==> src/rtl/mem_port_arbiter.sv <==
// mem_port_arbiter
//   Shares one single-port instruction/data memory between two requesters:
//   requester 0 (core fetch/load/store) and requester 1 (loader/debug).
//   Each transaction holds the memory for MEM_LAT cycles and then returns a
//   one-cycle acknowledge to the owning requester.
//
//   Build option: define MEM_ARB_FIXED_PRIO_EN to give requester 1 fixed
//   priority on contention. Without it, contention is resolved round-robin.
//
// Parameters: AW address width, DW data width, MEM_LAT access cycles (1..15)
// Ports:
//   clk, reset            clock, synchronous active-high reset
//   rN_req/we/addr/wdata  requester N command (held until rN_ack)
//   rN_ack                requester N completion pulse
//   rdata                 data of the last completed read
//   mem_en/we/addr/wdata  memory command
//   mem_rdata             memory read data
//   busy, owner           transaction in progress, granted requester
//
// state  | meaning
// IDLE   | no access in progress, arbitrate pending requests
// ACCESS | memory access running, wait counter active
// DONE   | acknowledge cycle for the owner
module mem_port_arbiter #(
  parameter int AW      = 32,
  parameter int DW      = 32,
  parameter int MEM_LAT = 2
) (
  input  logic          clk,
  input  logic          reset,
  input  logic          r0_req,
  input  logic          r0_we,
  input  logic [AW-1:0] r0_addr,
  input  logic [DW-1:0] r0_wdata,
  output logic          r0_ack,
  input  logic          r1_req,
  input  logic          r1_we,
  input  logic [AW-1:0] r1_addr,
  input  logic [DW-1:0] r1_wdata,
  output logic          r1_ack,
  output logic [DW-1:0] rdata,
  output logic          mem_en,
  output logic          mem_we,
  output logic [AW-1:0] mem_addr,
  output logic [DW-1:0] mem_wdata,
  input  logic [DW-1:0] mem_rdata,
  output logic          busy,
  output logic          owner
);

  typedef enum logic [1:0] {
    IDLE   = 2'd0,
    ACCESS = 2'd1,
    DONE   = 2'd2
  } state_t;

  // Counter starts at MEM_LAT-1 so that reaching zero marks the last access cycle.
  localparam logic [3:0] CNT_INIT = 4'(MEM_LAT - 1);

  state_t     state, state_nxt;
  logic [3:0] cnt;
  logic       cnt_tc;
  logic       we_q;
  logic       last_owner;
  logic       grant_any;
  logic       grant_sel;

  assign grant_any = r0_req | r1_req;
  assign cnt_tc    = (cnt == 4'd0);

  always_comb begin
    grant_sel = 1'b0;
    if (r0_req && r1_req) begin
`ifdef MEM_ARB_FIXED_PRIO_EN
      grant_sel = 1'b1;
`else
      grant_sel = ~last_owner;
`endif
    end else if (r1_req) begin
      grant_sel = 1'b1;
    end
  end

  always_ff @(posedge clk) begin
    if (reset) state <= IDLE;
    else       state <= state_nxt;
  end

  always_comb begin
    state_nxt = state;
    case (state)
      IDLE:    if (grant_any) state_nxt = ACCESS;
      ACCESS:  if (cnt_tc) state_nxt = DONE;
      DONE:    state_nxt = IDLE;
      default: state_nxt = IDLE;
    endcase
  end

  always_comb begin
    mem_en = 1'b0;
    mem_we = 1'b0;
    r0_ack = 1'b0;
    r1_ack = 1'b0;
    busy   = 1'b0;
    case (state)
      ACCESS: begin
        mem_en = 1'b1;
        mem_we = we_q;
        busy   = 1'b1;
      end
      DONE: begin
        busy   = 1'b1;
        r0_ack = ~owner;
        r1_ack = owner;
      end
      default: ;
    endcase
  end

  // Command latch, wait counter and read capture.
  always_ff @(posedge clk) begin
    if (reset) begin
      we_q       <= 1'b0;
      mem_addr   <= '0;
      mem_wdata  <= '0;
      owner      <= 1'b0;
      last_owner <= 1'b1;
      cnt        <= 4'd0;
      rdata      <= '0;
    end else begin
      if (state == IDLE && grant_any) begin
        we_q       <= grant_sel ? r1_we    : r0_we;
        mem_addr   <= grant_sel ? r1_addr  : r0_addr;
        mem_wdata  <= grant_sel ? r1_wdata : r0_wdata;
        owner      <= grant_sel;
        last_owner <= grant_sel;
        cnt        <= CNT_INIT;
      end
      if (state == ACCESS) begin
        if (cnt_tc) begin
          if (!we_q) rdata <= mem_rdata;
        end else begin
          cnt <= cnt - 4'd1;
        end
      end
    end
  end

endmodule

==> config.mk <==
export PLATFORM = sky130hd
export DESIGN_NAME = mem_port_arbiter
export DESIGN_NICKNAME = d
export VERILOG_FILES = /design/src/rtl/mem_port_arbiter.sv
export SDC_FILE = /design/constraint.sdc
export NUM_CORES = 1
export LEC_CHECK = 0
export BUFFER_PORTS_ARGS = -buffer_cell sky130_fd_sc_hd__buf_2
export CAP_MARGIN = 40
export CORE_MARGIN = 2
export CORE_UTILIZATION = 43
export CTS_BUF_LIST = sky130_fd_sc_hd__clkbuf_16
export DETAILED_ROUTE_END_ITERATION = 10
export PLACE_DENSITY = 0.89
export SLEW_MARGIN = 20
export SYNTH_ARGS = -nofsm -noshare
export SYNTH_HDL_FRONTEND = slang
export SYNTH_SLANG_ARGS = --single-unit
==> constraint.sdc <==
create_clock -name clk -period 1.8 [get_ports clk]
set_input_delay 0.09 -clock clk [delete_from_list [all_inputs] [get_ports clk]]
set_output_delay 0.09 -clock clk [all_outputs]
set_load 0.01 [all_outputs]
# Yosys cells after proc, flatten, opt, wreduce, memory -nomap -nowiden

Cells that the tools add are included.
W data, S select, Z words.

Word-level logic and storage cells: 40
Register bits after elaboration: 105
Bits of input ports: 166

Add/sub/neg operators: 1
Reductions and logical operators: 7
Multiplexer cells: 16
Bitwise gates (word level): 4
Eq/ne operators: 4

Operator list:

| operator              | count |
|---|---|
| $mux W32              | 2 |
| $mux W4               | 3 |
| $mux W1               | 8 |
| $logic_not A4 Y1      | 1 |
| $mux W2               | 2 |
| $ne A2 B2 Y1 const B  | 2 |
| $pmux W2 S2           | 1 |
| $sub A4 B1 Y4 const B | 1 |
| $not A1 Y1            | 3 |
| $reduce_and A3 Y1     | 1 |
| $eq A2 B1 Y1 const B  | 1 |
| $eq A2 B2 Y1 const B  | 1 |
| $logic_and A1 B1 Y1   | 2 |
| $logic_not A2 Y1      | 1 |
| $reduce_and A2 Y1     | 1 |
| $reduce_or A2 Y1      | 1 |
| $or A1 B1 Y1          | 1 |

# Depth between registers and ports, before layout

Gate-level depths: netlist (run 1).

Word-level depth: 5
Depth in mapped cells: 8
Mapped depth without buffers: 5

# Worst setup path before layout (run 1)

Ideal clock, no wire load.

Kind: register to register
Start point: register state[1]
End point: register rdata[12]
Stages on the path, launching flop included: 9
Path buffers: 3
Setup slack: 0.245 ns
Arrival time: 1.485 ns
Cells stage by stage: dfxtp_1 > inv_1 > ha_1 > clkbuf_1 > nor2b_1 > clkbuf_2 > buf_2 > nand3_1 > a21oi_1

Word-level cells in the longest chain between the ends: 2

RTL lines:

| what                               | RTL line | text |
|---|---|---|
| from (decl)                        | 60       | `state_t state, state_nxt;` |
| from (signal assigned)             | 86       | `else state <= state_nxt;` |
| $eq A2 B1 Y1                       | 139      | `if (state == ACCESS) begin` |
| $reduce_and A3 Y1 (no source line) | --       |  |
| to (signal assigned)               | 141      | `if (!we_q) rdata <= mem_rdata;` |
| to (decl)                          | 41       | `output logic [DW-1:0] rdata,` |

No other way between the ends.
A chain may end at the register's enable or synchronous reset.

# Final worst setup path (run 1)

Start point: register cnt[0]
End point: register state[0]

Word-level cells in the longest chain between the ends: 3

RTL lines:

| what                               | RTL line | text |
|---|---|---|
| from (decl)                        | 61       | `logic [3:0] cnt;` |
| from (signal assigned)             | 143      | `cnt <= cnt - 4'd1;` |
| $logic_not A4 Y1                   | 69       | `assign cnt_tc = (cnt == 4'd0);` |
| $ne A2 B2 Y1 (no source line)      | --       |  |
| $reduce_and A2 Y1 (no source line) | --       |  |

No other way between the ends.

==> results.yml, run 1 <==
synthesis:
  synth_cells: 491
  synth_seq_cells: 105
  synth_compound_area_share_pct: 23.99
  yosysWarnings: 0
  dominant_combinational_cell_family_by_area_after_synthesis: "compound AO/OA/AOI/OAI gates"
  synthSimpleGateAreaFrac_pct: 6.430
  synthDistinctLibCells: 35
  async_reset_ff_share_pct: 0
  synthXorXnorAreaFrac_pct: 0
  number_of_enable_flip_flop_cells_after_synthesis: 0
  post_synth_instance_area_sq_um: 4476
  synth-seq-area-share_pct: 46.97
  yosys.area_share.adder_pct: 1.398
  synth_nets: 662
  synth_mux_area_share_pct: 14.98
  yosys_most_used_dff: "sky130_fd_sc_hd__dfxtp_1"
  synth.avg_cell_area_sq_um: 9.115
grt:
  grtUsageTotal_pct: 21.34
  grt_start_max_net_pins: 69
  grt_pass1_vias: 4273
  grt_remaining_overflow: 0
  grt_first_pass_wirelength_microns: 19560
  grt_antenna_before_repair: 0
timing:
  fin_crit_sh_pct: 91.41
  timing.setup.tns_ns: 0
  slew_of_the_pin_with_the_lowest_slew_margin_ns: 0.4831
  setup_viol: 0
  slew_viol_final: 0
  final-hold-violation-count: 0
  timing.hold.ws_ns: 0.007871
  max_clock_freq_ghz: 0.6077
  final.setup_skew_ns: 0.008808
  grt_setup_unrepaired: "no"
  post-route-min-period_ns: 1.645
  slew_headroom_pct: 67.45
layout:
  final_layout_size_suffix_gt1_share_pct: 40.13
  insertedDiodeCount: 0
  layout-area-overhead-vs-synth_pct: 40.93
  layout.nets: 916
  commonest_cells_after_routing_fill_and_taps_aside: "267 x sky130_fd_sc_hd__buf_2, 105 x sky130_fd_sc_hd__dfxtp_1, 99 x sky130_fd_sc_hd__a21oi_1"
  most_common_cell_after_layout_fill_and_taps_aside: "sky130_fd_sc_hd__buf_2"
detailed_routing:
  routed-via-count: 4551
  vias_per_cell: 5.137
  drc: 0
  wl_per_cell_microns: 13.85
  drtAntennaViolNets: 0
  drt_iter0_markers: 253
  finalWirelength_microns: 12270
  drt_pass1_iterations: 5
critical_path:
  kind_of_start_point_of_the_critical_path: "flip-flop"
  worst-setup-path-type: "flip-flop to flip-flop"
  rr_startpoint: "cnt[0]"
  critical_path.endpoint_type: "flip-flop"
  worst_ep_required_time_ns: 2.07
  worst-path-max-fanout: 5
  critical_path_arrival_ns: 1.91
  critPathLaunch: "cnt[0]"
hold_path:
  min-delay-start: "mem_rdata[25]"
  hold_path_class: "input pin to flip-flop"
clock_network:
  cts_sink_count: 105
  tritoncts: "done"
  clk_pin_slew_worst_paths_ns: 0.07
  cts-htree-levels: 3
  cts_made_buffers: 9
  cts_max_path_buffers: 2
  clock-root-buffer: "sky130_fd_sc_hd__clkbuf_16"
  insertion_delay_ns: 0.34
outcome:
  status: "finished, final reports clean"
pwr:
  power.leakage_nw: 2.989
  power_switching_mw: 3.444
  vdd.ir_drop.worst_uv: 666.7
  internal-power_mw: 5.538
  power-per-cell-area_nw_per_um2: 1424
  combinationalPowerShare_pct: 42.4
  power.clock.fraction_pct: 20.2
  power_switching_share_pct: 38.34
  pwr-share-seq_pct: 37.5
floorplanning:
  initial_utilization_pct: 43.74
  fp.dieArea_sq_um: 11240
  coreArea_sq_um: 10230
  die_h_microns: 106.0
  die_w_microns: 106.0
  number_of_placement_rows: 37
  ioPinCount: 268
placed_design:
  io_buffer_count: 267
  post-dp-hpwl_microns: 8985
  finalWeightedCongestion: 0.7638
job:
  drv.max_cap_violation_count: 0
[power by group through the flow]
stage               clock network (mW)  logic (mW)  registers, mW
floorplan                            0        2.02           3.69
global placement                     0        3.68           3.39
detailed placement                   0        3.78           3.39
CTS                               1.85        3.80           3.36
global route                      1.92        4.21           3.45
finish                            1.81        3.81           3.37
[cell type report]
type | instances | area [sq um]
clock inverters | 7 | 46.29
repair buffers | 290 | 1623
clock buffers | 9 | 225.2
multi-input cells | 333 | 2118
fillers | 885 | 3924
well taps | 136 | 170.2
inverters | 6 | 22.52
flip-flops and latches | 105 | 2102
[cells in the mapped netlist, drive strengths merged, types with 3 or more instances]
cell type,count,area share [%]
inv,6,0.50
nor2b,3,0.42
a211oi,3,0.50
nor2,4,0.34
nand3,33,3.7
ha,5,1.4
o21ai,99,11
clkbuf,28,2.4
mux2i,67,15
buf,19,3.3
dfxtp,105,47
a21oi,99,11
[per-layer routing]
| metal | track usage [%] | routed length [microns] | vias to the layer above |
|---|---|---|---|
| li1 | - | - | 2289 |
| met1 | 25.26 | 5037 | 2047 |
| met2 | 38.20 | 6175 | 197 |
| met3 | 4.231 | 833 | 18 |
| met4 | 7.801 | 228 | 0 |
| met5 | 0 | 0 | - |
[cells by family (layout without fill, tap and decap cells)]
group	count (synthesis)	in the layout
adders and majority gates	5	5
DFF	105	105
AOI/OAI and AO/OA	208	208
buffers and inverters	53	312
and+or+nand+nor	53	53
muxes	67	67
[state kept, by name, indices dropped and copies added (netlist names)]
name and cells:
owner 1, mem_wdata 32, last_owner 1, state 2, cnt 4, we_q 1
rdata 32, mem_addr 32
[worst max-delay path, stage by stage (launching register included)]
cell and delay (ns):
sky130_fd_sc_hd__dfxtp_1 0.34, sky130_fd_sc_hd__inv_1 0.06, sky130_fd_sc_hd__ha_1 0.22, sky130_fd_sc_hd__or3b_1 0.40, sky130_fd_sc_hd__buf_4 0.16, sky130_fd_sc_hd__a21oi_1 0.19, sky130_fd_sc_hd__mux2i_1 0.20
[worst paths after layout]
kind / endpoint / cells after the start / slack [ns]
setup / recovery: state[0] / 6 / 0.15
hold / removal: rdata[25] / 3 / 0.008
setup reg to reg: state[0] / 6 / 0.15
hold reg to reg: rdata[13] / 2 / 0.47
[through the flow]
| stage | worst slack (ns) | cell area (sq um) | total power [mW] | cells | util [%] |
|---|---|---|---|---|---|
| 2_1_floorplan | 0.2448 | 4476 | 5.704 | 491 | - |
| 3_3_place_gp | 0.2248 | 5942 | 7.068 | 861 | 58.08 |
| 3_5_place_dp | 0.1436 | 5942 | 7.173 | 861 | 58.08 |
| 4_1_cts | 0.1231 | 6304 | 9.010 | 886 | 61.61 |
| 5_1_grt | 0.02217 | 6307 | 9.579 | 886 | 61.65 |
| 6_report | 0.1546 | 6307 | 8.982 | 886 | 61.65 |
[what timing repair did]
action                     4_1_cts  5_1_grt
resized for setup                0        5
hold endpoints to repair         9        0
setup endpoints to repair        0        3
hold buffers                     9        0
buffers inserted                 0        0
Note: power is estimated with default switching activity, not from simulation.
==> inputs of run 2 (changes only) <==
--- a/config.mk
+++ b/config.mk
@@ -5,13 +5,16 @@
 export SDC_FILE = /design/constraint.sdc
 export NUM_CORES = 1
 export LEC_CHECK = 0
+export ABC_AREA = 1
 export BUFFER_PORTS_ARGS = -buffer_cell sky130_fd_sc_hd__buf_2
 export CAP_MARGIN = 40
+export CELL_PAD_IN_SITES_DETAIL_PLACEMENT = 1
+export CELL_PAD_IN_SITES_GLOBAL_PLACEMENT = 2
 export CORE_MARGIN = 2
-export CORE_UTILIZATION = 43
+export CORE_UTILIZATION = 21
 export CTS_BUF_LIST = sky130_fd_sc_hd__clkbuf_16
 export DETAILED_ROUTE_END_ITERATION = 10
-export PLACE_DENSITY = 0.89
+export PLACE_DENSITY = 0.87
 export SLEW_MARGIN = 20
 export SYNTH_ARGS = -nofsm -noshare
 export SYNTH_HDL_FRONTEND = slang
==> run 2 against run 1 <==
  * Count of clock-buffer cells in the layout unchanged
  * Sequential share of layout area down 4.6 points
  * Cell area increased by 16%
  * Routed wire length up 47%
  * Sequential power is essentially flat
  * Critical path type unchanged
  * Critical endpoint is now mem_addr[24]
  * Largest cell class is now non-clock buffers
  * Largest power group unchanged
==> results.yml, run 2 <==
floorplanning:
  initial_utilization_pct: 21.39
  fp.dieArea_sq_um: 22530
  ioPinCount: 268
  die_w_microns: 150.1
  coreArea_sq_um: 20960
  die_h_microns: 150.1
  number_of_placement_rows: 53
pwr:
  power_switching_share_pct: 38.87
  combinationalPowerShare_pct: 42.2
  internal-power_mw: 5.780
  power.leakage_nw: 3.643
  pwr-share-seq_pct: 36.0
  power.clock.fraction_pct: 21.9
  power-per-cell-area_nw_per_um2: 1293
  vdd.ir_drop.worst_uv: 396.0
  power_switching_mw: 3.675
timing:
  setup_viol: 0
  final.setup_skew_ns: 0.005930
  post-route-min-period_ns: 1.584
  max_clock_freq_ghz: 0.6315
  grt_setup_unrepaired: "no"
  slew_of_the_pin_with_the_lowest_slew_margin_ns: 0.4262
  slew_headroom_pct: 71.55
  fin_crit_sh_pct: 87.98
  timing.setup.tns_ns: 0
  slew_viol_final: 0
  final-hold-violation-count: 0
layout:
  most_common_cell_after_layout_fill_and_taps_aside: "sky130_fd_sc_hd__buf_2"
  finish.utilization_pct: 34.91
  multi_input_area_sq_um: 2052
  insertedDiodeCount: 0
  final-instance-count-excl-fill: 1252
  layout-area-overhead-vs-synth_pct: 63.16
  nFillCells: 2647
  layout.area.seq_sq_um: 2102
  largest_registers: "mem_addr (32), mem_wdata (32), rdata (32)"
  final_layout_size_suffix_gt1_share_pct: 31.12
  layout.nets: 1143
  commonest_cells_after_routing_fill_and_taps_aside: "267 x sky130_fd_sc_hd__buf_2, 148 x sky130_fd_sc_hd__nand2_1, 135 x sky130_fd_sc_hd__nor2_1"
synthesis:
  synth_seq_cells: 105
  number_of_enable_flip_flop_cells_after_synthesis: 0
  post_synth_most_frequent_cells: "149 x sky130_fd_sc_hd__nand2_1, 135 x sky130_fd_sc_hd__nor2_1, 105 x sky130_fd_sc_hd__dfxtp_1"
  async_reset_ff_share_pct: 0
  synthDominantCellAreaShare_pct: 46.89
  post_synth_instance_area_sq_um: 4483
  synth_nets: 804
  post-synth-top-count-cell: "sky130_fd_sc_hd__nand2_1"
  synthDistinctLibCells: 18
  synth.largest_area_cell: "sky130_fd_sc_hd__dfxtp_1"
  synth-seq-area-share_pct: 46.89
  synth.avg_cell_area_sq_um: 7.082
  yosys_most_used_dff: "sky130_fd_sc_hd__dfxtp_1"
  yosysWarnings: 0
  synth_cells: 633
  synth.top_cells.by_area: "sky130_fd_sc_hd__dfxtp_1 47%, sky130_fd_sc_hd__nand2_1 12%, sky130_fd_sc_hd__nor2_1 11%"
grt:
  grt_start_max_net_pins: 66
  grt_first_pass_wirelength_microns: 27510
  grt_remaining_overflow: 0
  grt_antenna_before_repair: 0
  grt_pass1_vias: 5483
  grtUsageTotal_pct: 15.39
outcome:
  status: "finished, final reports clean"
placed_design:
  io_buffer_count: 267
  post-dp-hpwl_microns: 11950
  dpl.cell_count: 1145
  finalWeightedCongestion: 0.7374
clock_network:
  cts_sink_count: 105
  postcts_setup_bufs: 0
  cts_max_path_buffers: 2
  clk_pin_slew_worst_paths_ns: 0.07
  cts-htree-levels: 3
  insertion_delay_ns: 0.35
  clock-root-buffer: "sky130_fd_sc_hd__clkbuf_16"
  tritoncts: "done"
  cts_made_buffers: 9
critical_path:
  critical_path.endpoint_type: "flip-flop"
  timing.reg2reg.setup_slack_ns: 0.22
  worst-path-max-fanout: 31
  kind_of_start_point_of_the_critical_path: "flip-flop"
  worst-setup-path-type: "flip-flop to flip-flop"
  worst_ep_required_time_ns: 2.04
  critical_path_arrival_ns: 1.82
detailed_routing:
  drt_pass1_iterations: 4
  finalWirelength_microns: 18080
  wl_per_cell_microns: 14.44
  drt_iter0_markers: 154
  drc: 0
  vias_per_cell: 4.312
  drtAntennaViolNets: 0
  routed-via-count: 5398
hold_path:
  hold_path_class: "input pin to flip-flop"
job:
  drv.max_cap_violation_count: 0
run 2: critical path, stage by stage (launching register included):
cell and delay (ns):
sky130_fd_sc_hd__dfxtp_1 0.33, sky130_fd_sc_hd__inv_1 0.10, sky130_fd_sc_hd__ha_1 0.24, sky130_fd_sc_hd__o21ai_4 0.11, sky130_fd_sc_hd__inv_4 0.19, sky130_fd_sc_hd__buf_12 0.21, sky130_fd_sc_hd__nand2_1 0.07, sky130_fd_sc_hd__a21oi_1 0.15
sky130_fd_sc_hd__nor2_1 0.05
run 2: final timing paths:
check	from	end	depth (start not counted)
max	state[0]	mem_addr[24]	8
min	mem_rdata[26]	rdata[26]	3
max reg2reg	state[0]	mem_addr[24]	8
min reg2reg	rdata[12]	rdata[12]	2
run 2: final cells by class:
class	count	area share, %
tap	275	4.704
timing repair buffer	372	33.56
clock inverter	7	1.061
clock buffer	9	3.079
multi-input combinational	469	28.05
sequential	105	28.74
inverter	15	0.8040
run 2: metrics by stage:
step | instance area [sq um] | power (mW) | hold WS [ns] | setup WS (ns)
after floorplan | 4483 | 5.737 | 0.1591 | 0.3857
after global placement | 6085 | 7.158 | 0.3129 | 0.1305
after global routing | 7315 | 10.23 | 0.01548 | 0.03653
after detailed placement | 6085 | 7.247 | 0.3215 | 0.07460
after CTS | 7288 | 9.525 | 0.004388 | 0.06417
final | 7315 | 9.454 | 0.01519 | 0.2164
run 2: metal layers:
metal  vias up  track usage (%)  wire length [microns]  part of all wire, %
met2       190            27.74                   8949                   49
li1       2711                -                      -                    -
met4         0            3.774                    199                  1.1
met3        16            4.970                   1409                  7.8
met5         -                0                      0                    0
met1      2481            17.56                   7525                   42
run 2: timing repair:
action                     in CTS  in global routing
hold buffers                   90                  0
setup endpoints to repair       0                 46
resized for setup               0                  1
hold endpoints to repair       91                  0
run 2: power by group through the flow:
stage,clock [mW],sequential (mW),combinational [mW]
detailed placement,0,3.44,3.80
global placement,0,3.42,3.74
floorplan,0,3.73,2.01
CTS,2.16,3.40,3.97
finish,2.07,3.40,3.99
global route,2.25,3.48,4.50
run 2: cell families (layout without fill, tap and decap cells):
logic type / Yosys count / count (layout) / synth area share, %
fa+ha+maj: 5 / 5 / 1.395
buf+inv: 59 / 403 / 7.396
flops: 105 / 105 / 46.89
compound gates: 170 / 170 / 19.23
simple gates: 293 / 293 / 24.90
xor+xnor: 1 / 1 / 0.1954
